$ cat src/rtl/sync_fifo.sv
// Parametrised synchronous FIFO with show-ahead output, almost-full/empty thresholds,
// synchronous flush and optional sticky error flags (enabled by SYNC_FIFO_ERR_FLAGS_EN).
module sync_fifo #(
  parameter int W      = 8,
  parameter int DEPTH  = 32,
  parameter int AF_LVL = DEPTH - 4,
  parameter int AE_LVL = 4
) (
  input  logic                     clk,
  input  logic                     rst_n,
  input  logic                     clr,
  input  logic                     we,
  input  logic [W-1:0]             din,
  input  logic                     re,
  input  logic                     err_clr,
  output logic [W-1:0]             dout,
  output logic                     full,
  output logic                     empty,
  output logic                     almost_full,
  output logic                     almost_empty,
  output logic [$clog2(DEPTH):0]   count,
  output logic                     overflow,
  output logic                     underflow
);

  localparam int AW = $clog2(DEPTH);
  localparam int CW = AW + 1;

  logic [W-1:0]  mem [DEPTH];
  logic [AW-1:0] wp;
  logic [AW-1:0] rp;
  logic          wr_ok;
  logic          rd_ok;
  logic          run;

  // Flags decode only from the registered count, never from we/re.
  assign full         = (count == CW'(DEPTH));
  assign empty        = (count == '0);
  assign almost_full  = (count >= CW'(AF_LVL));
  assign almost_empty = (count <= CW'(AE_LVL));

  // A full FIFO still accepts a write when the head is popped in the same cycle.
  assign wr_ok = we & (~full | re);
  assign rd_ok = re & ~empty;
  assign run   = rst_n & ~clr;

  assign dout = empty ? '0 : mem[rp];

  // NOTE: storage has no reset; stale contents are never visible because dout is masked
  // while empty and every readable slot is written before count covers it.
  always_ff @(posedge clk) begin
    if (run && wr_ok) mem[wp] <= din;
  end

  // NOTE: reset is synchronous, so it is sampled as an ordinary condition in this block;
  // all state uses non-blocking assignments so every register sees pre-edge values.
  always_ff @(posedge clk) begin
    if (!rst_n || clr) begin
      wp    <= '0;
      rp    <= '0;
      count <= '0;
    end else begin
      if (wr_ok) wp <= wp + AW'(1);
      if (rd_ok) rp <= rp + AW'(1);
      case ({wr_ok, rd_ok})
        2'b10:   count <= count + CW'(1);
        2'b01:   count <= count - CW'(1);
        default: count <= count;
      endcase
    end
  end

`ifdef SYNC_FIFO_ERR_FLAGS_EN
  logic ovf_set;
  logic udf_set;

  assign ovf_set = we & full & ~re;
  assign udf_set = re & empty;

  // A set event outranks err_clr in the same cycle.
  always_ff @(posedge clk) begin
    if (!rst_n || clr) begin
      overflow  <= 1'b0;
      underflow <= 1'b0;
    end else begin
      if (ovf_set)      overflow <= 1'b1;
      else if (err_clr) overflow <= 1'b0;
      if (udf_set)      underflow <= 1'b1;
      else if (err_clr) underflow <= 1'b0;
    end
  end
`else
  logic err_clr_unused;

  assign err_clr_unused = err_clr;
  assign overflow       = 1'b0;
  assign underflow      = 1'b0;
`endif

endmodule

$ cat config.mk
export PLATFORM = sky130hd
export DESIGN_NAME = sync_fifo
export DESIGN_NICKNAME = d
export VERILOG_FILES = /design/src/rtl/sync_fifo.sv
export SDC_FILE = /design/constraint.sdc
export NUM_CORES = 1
export LEC_CHECK = 0
export ABC_CLOCK_PERIOD_IN_PS = 5650
export BUFFER_PORTS_ARGS = -buffer_cell sky130_fd_sc_hd__buf_2
export CORE_UTILIZATION = 66
export CTS_CLUSTER_DIAMETER = 100
export DETAILED_ROUTE_END_ITERATION = 8
export PLACE_DENSITY = 0.84
export SLEW_MARGIN = 20
export SYNTH_ARGS = -nofsm -noshare
export SYNTH_HDL_FRONTEND = slang
export SYNTH_SLANG_ARGS = --single-unit
export TNS_END_PERCENT = 5
$ cat constraint.sdc
create_clock -name clk -period 5.65 [get_ports clk]
set_input_delay 0.8475 -clock clk [delete_from_list [all_inputs] [get_ports clk]]
set_output_delay 0.8475 -clock clk [all_outputs]
set_load 0.01 [all_outputs]
After elaboration in Yosys (flattened, before gate mapping). Memories as Yosys holds them, arrays and structs flattened. A register that Yosys moved wholly into a read port is not among the register bits. Index checks and enable logic that the tools add are counted.

Add/subtract/negate cells: 4. $lt $le $gt $ge: 2. Eq/ne operators: 3. Mux-type cells: 6. Bitwise logic cells: 7. Reductions and logical operators: 5.

Operators with widths (number): $pmux 6 s2 (1); $add 5x1->5 const B (2); $mux 5 (2); $mux 8 (1); $add 6x1->6 const B (1); $eq 6x6->1 const B (1); $ge 6x5->1 const B (1); $le 6x3->1 const B (1); $logic_not 6->1 (1); $sub 6x1->6 const B (1); $and 1x1->1 (3); $not 1->1 (3); $eq 2x1->1 const B (1); $eq 2x2->1 const B (1); $mux 1 (2); $reduce_bool 2->1 (1); $logic_and 1x1->1 (1); $logic_not 1->1 (1); $logic_or 1x1->1 (1); $or 1x1->1 (1).

Bits in registers: 16. Bits in writable memories: 256. Input bits: 14. Output and inout port bits: 20. Word-level logic and storage cells: 31. Memories kept: 1.

Memories: mem (depth 32, bits a word 8, read ports 1, clocked after memory_dff 1, write ports 1, line 29) `logic [W-1:0] mem [DEPTH];`.

Logic depth before layout (Yosys ltp).
Word-level depth: 7. Mapped depth: 12. Depth with buffers taken out: 11.

Least setup slack after synthesis. Ideal clock, no wire load.

Path kind: input port to flip-flop. Start: input port we. End: register count[5]. Setup time: 118 ps. Arrival time: 2978 ps. Required time: 5532 ps. Path slack: 2554 ps. Stages: 11. Cell sequence: inv_1 -> a41oi_1 -> buf_2 -> inv_1 -> ha_1 -> ha_1 -> or4b_2 -> a311o_1 -> o211ai_1 -> xnor2_1 -> nor2_1.

Longest elaborated chain between the ends: 3. Elaborated cells between the ends (all ways): 5.

Ends and longest elaborated chain: start: declaration (line 12) `input logic we,`; $and 1x1->1 * (line 43) `assign wr_ok = we & (~full | re);`; $eq 2x1->1 or $eq 2x2->1 (tied branches) (line 65) `case ({wr_ok, rd_ok})`; $pmux 6 s2 or $reduce_bool 2->1 (tied branches); end signal: assignment (line 66) `2'b10: count <= count + CW'(1);`; end signal: assignment (line 67) `2'b01: count <= count - CW'(1);`; end signal: assignment (line 68) `default: count <= count;`; end: declaration (line 21) `output logic [$clog2(DEPTH):0] count,`.

Mark *: on every way between the ends. The rest lies on a longest branch, timed or not. A chain may end at the register's enable or synchronous reset.

==> results.md <==
* Status: finished, final reports clean
* Synth Cell Area at 0.01107 mm²
* Fmax at 0.2498 GHz
* Top-area cell type share of the netlist area at 0.6946
* Detailed Route WL at 22660 µm
* Worst path arrival time at 3.16 ns
* Sum of negative setup slack at 0 ns
* Reg2reg end: count[5]
* Initial antenna violation count at 1
* Most area-hungry cell type in the Yosys netlist: edfxtp_1
* Worst-path maximum fanout at 52
* Switching pwr at 0.0007992 W
* Area Overhead vs Synth at 9.643%
* Cell family with most CP delay: multiplexers
* Die X at approximately 130 µm
* PostCTS Resize Cnt at 0
* # rows at 46
* Post-synth top flop: edfxtp_1
* Die Area at 0.01729 mm²
* IO Count at 34
* Area of the multi-input gates at approximately 0.0027 mm²
* Clk root buf: clkbuf_16
* Most frequent cell after synthesis: edfxtp_1
* Largest net degree at the start of global routing at 53
* Buffers on Ports at 30
* First DRT Iteration DRCs at 637
* Synth top area cells: edfxtp_1 (69%), mux4_2 (12%), dfxtp_1 (3.8%)
* Maximum buffer depth of the clock tree at 3
* CP Launch Type: flip-flop
* Total number of yosys warnings at 0
* DRC errors left at 0
* Total CTS buffers at 26
* Clock transition at path regs at around 0.06 ns
* PwrDens at 330.8 mW/mm²
* Sink Count at 277
* Slew Limit Fails at 0
* Fillcell total at 865
* Sequential Power Share at 0.562
* ANT nets after route at 0
* Worst-Skew Late Latency at 0.52 ns
* Synth Register Bits at 277
* CP cell instances: mux4_1, mux4_2, inv_1, a221oi_1, buf_2
* Vias at 5585
* Placed Area at 0.01133 mm²
* Cell variety after synth at between 40 and 50
* Crit end category: output pin
* Vias in the first global route at 5597
* Worst-case reg-to-reg path depth at 10
* Leakage power at 3.809 nW
* Setup violators final at 0
* Crit share post-route at 0.7085
* Dpl hpwl at 13100 µm
* Critical path class: reg2out
* Post CTS Setup Buffer Count at 0
* Max_slew headroom at 0.2979
* WP buf/inv at 2
* Initial Util at 0.6868
* Post-synth EDFFs at 256
* Nets at 613
* H-tree depth at 1
* GRT overflow at 0
* Internal at about 0.0032 W
* Fin. Hold Viols at 0
* Vias per inst at 6.770
* First-pass GRT wire length at 34470 µm
* Worst path slowest cell: dfxtp_4
* R2r startpoint: count[2]
* CTS Hold Bufs at 0
* TritonCTS clock tree: yes
* Chip height at 131.5 µm
* Asr flop ratio synth at 0
* Placer Congestion at 0.8076
* Core ar. at 0.01612 mm²
* Avg Inst Size Synth at 19.94 µm²
* Register area at a little over 0.008 mm²
* Worst setup path endpoint: dout[7]
* Tot GR Track Use at 0.2752
* CP Depth at 5
* Final instance area at 0.01214 mm²
* Layout cells sized above 1 at 0.2188
* Worst Skew at 0.01186 ns
* Wire per inst at 27.47 µm
* Clk pwr share at 0.405
* Largest stage delay, worst path at approximately 0.98 ns
* Post-route minimum period at 4.003 ns
* Switch share at 0.1991
* CP Data Required Time at 4.80 ns
* Maxcap violations at 0
* Worst VDD drop at 252.1 µV
* First drt pass iteration count at 5
* Worst R2R Setup Slack at 2.10 ns
* Combinational share of power at 0.033
* Min-Delay Path Class: reg2reg
* Sequential share of the synthesized area at 0.7325
* Synth top cells by count: edfxtp_1 (256), mux4_2 (59), nor2_1 (51), dfxtp_1 (21), inv_1 (17)
* Slew @ Worst Pin at 1.040 ns
* Post-Syn Instances at 555
* RSZ-0062 raised after global routing: false
[power by group through the flow]
| stage | Clock, W | Combinational (W) | Sequential (W) |
|---|---|---|---|
| 2_1_floorplan | 0 | 0.0000804 | 0.00229 |
| 3_3_place_gp | 0 | 0.000121 | 0.00230 |
| 3_5_place_dp | 0 | 0.000130 | 0.00230 |
| 4_1_cts | 0.00164 | 0.000132 | 0.00226 |
| 5_1_grt | 0.00172 | 0.000142 | 0.00226 |
| 6_report | 0.00163 | 0.000133 | 0.00225 |
[per-stage QoR]
stage          utilization  hold WS (ns)  setup WS (ns)  instances  power, W
5_1_grt             0.7529        0.6030          1.483        824  0.004114
4_1_cts             0.7526        0.5563          1.503        824  0.004024
3_3_place_gp        0.7032        0.5296          2.029        776  0.002419
6_report            0.7530        0.5498          1.647        825  0.004015
3_5_place_dp        0.7032        0.5469          1.828        776  0.002429
2_1_floorplan            -        0.4847          2.554        556  0.002371
[worst register-to-register path, cell delays in order (launching register included)]
cell and delay [ns]:
dfxtp_1 0.43, nor3_1 0.14, a41oi_1 0.85, inv_1 0.11
ha_1 0.36, ha_1 0.28, or4b_2 0.66, a311o_1 0.28
o211ai_1 0.10, xnor2_1 0.15, nor2_1 0.05
[kinds of logic (layout without fill, tap and decap cells)]
group,Yosys count,in the layout,share of synthesized area
multiplexers,81,81,0.1591
AO/OA/AOI/OAI,34,34,0.02397
AND/OR/NAND/NOR,96,96,0.04104
adder cells (fa/ha/maj),11,11,0.01311
other,1,3,0.0003388
flip-flops,277,277,0.7325
buffers and inverters,45,97,0.02204
XOR/XNOR,10,10,0.007914
[registers in the layout (all words and copies together) (netlist names), named ones only]
register and flops:
count 6, wp 5, mem 256, rp 5
[worst min-delay path by stage]
stage / start / endpoint / slack [ns] / cells after the start
finish: count[4] / count[4] / 0.55 / 2
floorplan: rp[4] / flip-flop / 0.48 / 2
detailed placement: count[4] / count[4] / 0.55 / 2
CTS: count[4] / count[4] / 0.56 / 2
global placement: count[4] / count[4] / 0.53 / 2
global route: rp[1] / flip-flop / 0.60 / 2
[layer usage]
metal | wire length (µm) | global-route usage
met5 | 0 | 0
met4 | 872 | 0.1150
met1 | 8566 | 0.3781
met2 | 11500 | 0.4518
met3 | 1724 | 0.03742
[cell type report]
| type | count | area share |
|---|---|---|
| Timing Repair Buffer | 32 | 0.01361 |
| Antenna cell | 1 | 0.0002062 |
| Clock buffer | 40 | 0.06300 |
| Inverter | 17 | 0.005258 |
| Sequential cell | 277 | 0.6688 |
| Multi-Input combinational cell | 234 | 0.2241 |
| Tap cell | 216 | 0.02227 |
| Clock inverter | 8 | 0.002681 |
[cell usage in the layout (no fill, tap or decap), types with 9 or more instances in the layout]
| master | count |
|---|---|
| ha_1 | 10 |
| dfxtp_1 | 18 |
| clkbuf_1 | 9 |
| mux4_2 | 59 |
| buf_2 | 30 |
| mux4_1 | 13 |
| clkbuf_16 | 27 |
| nor2_1 | 51 |
| nand2_1 | 11 |
| mux2i_1 | 9 |
| inv_1 | 17 |
| edfxtp_1 | 256 |
Power figures use the tool's default switching activity.
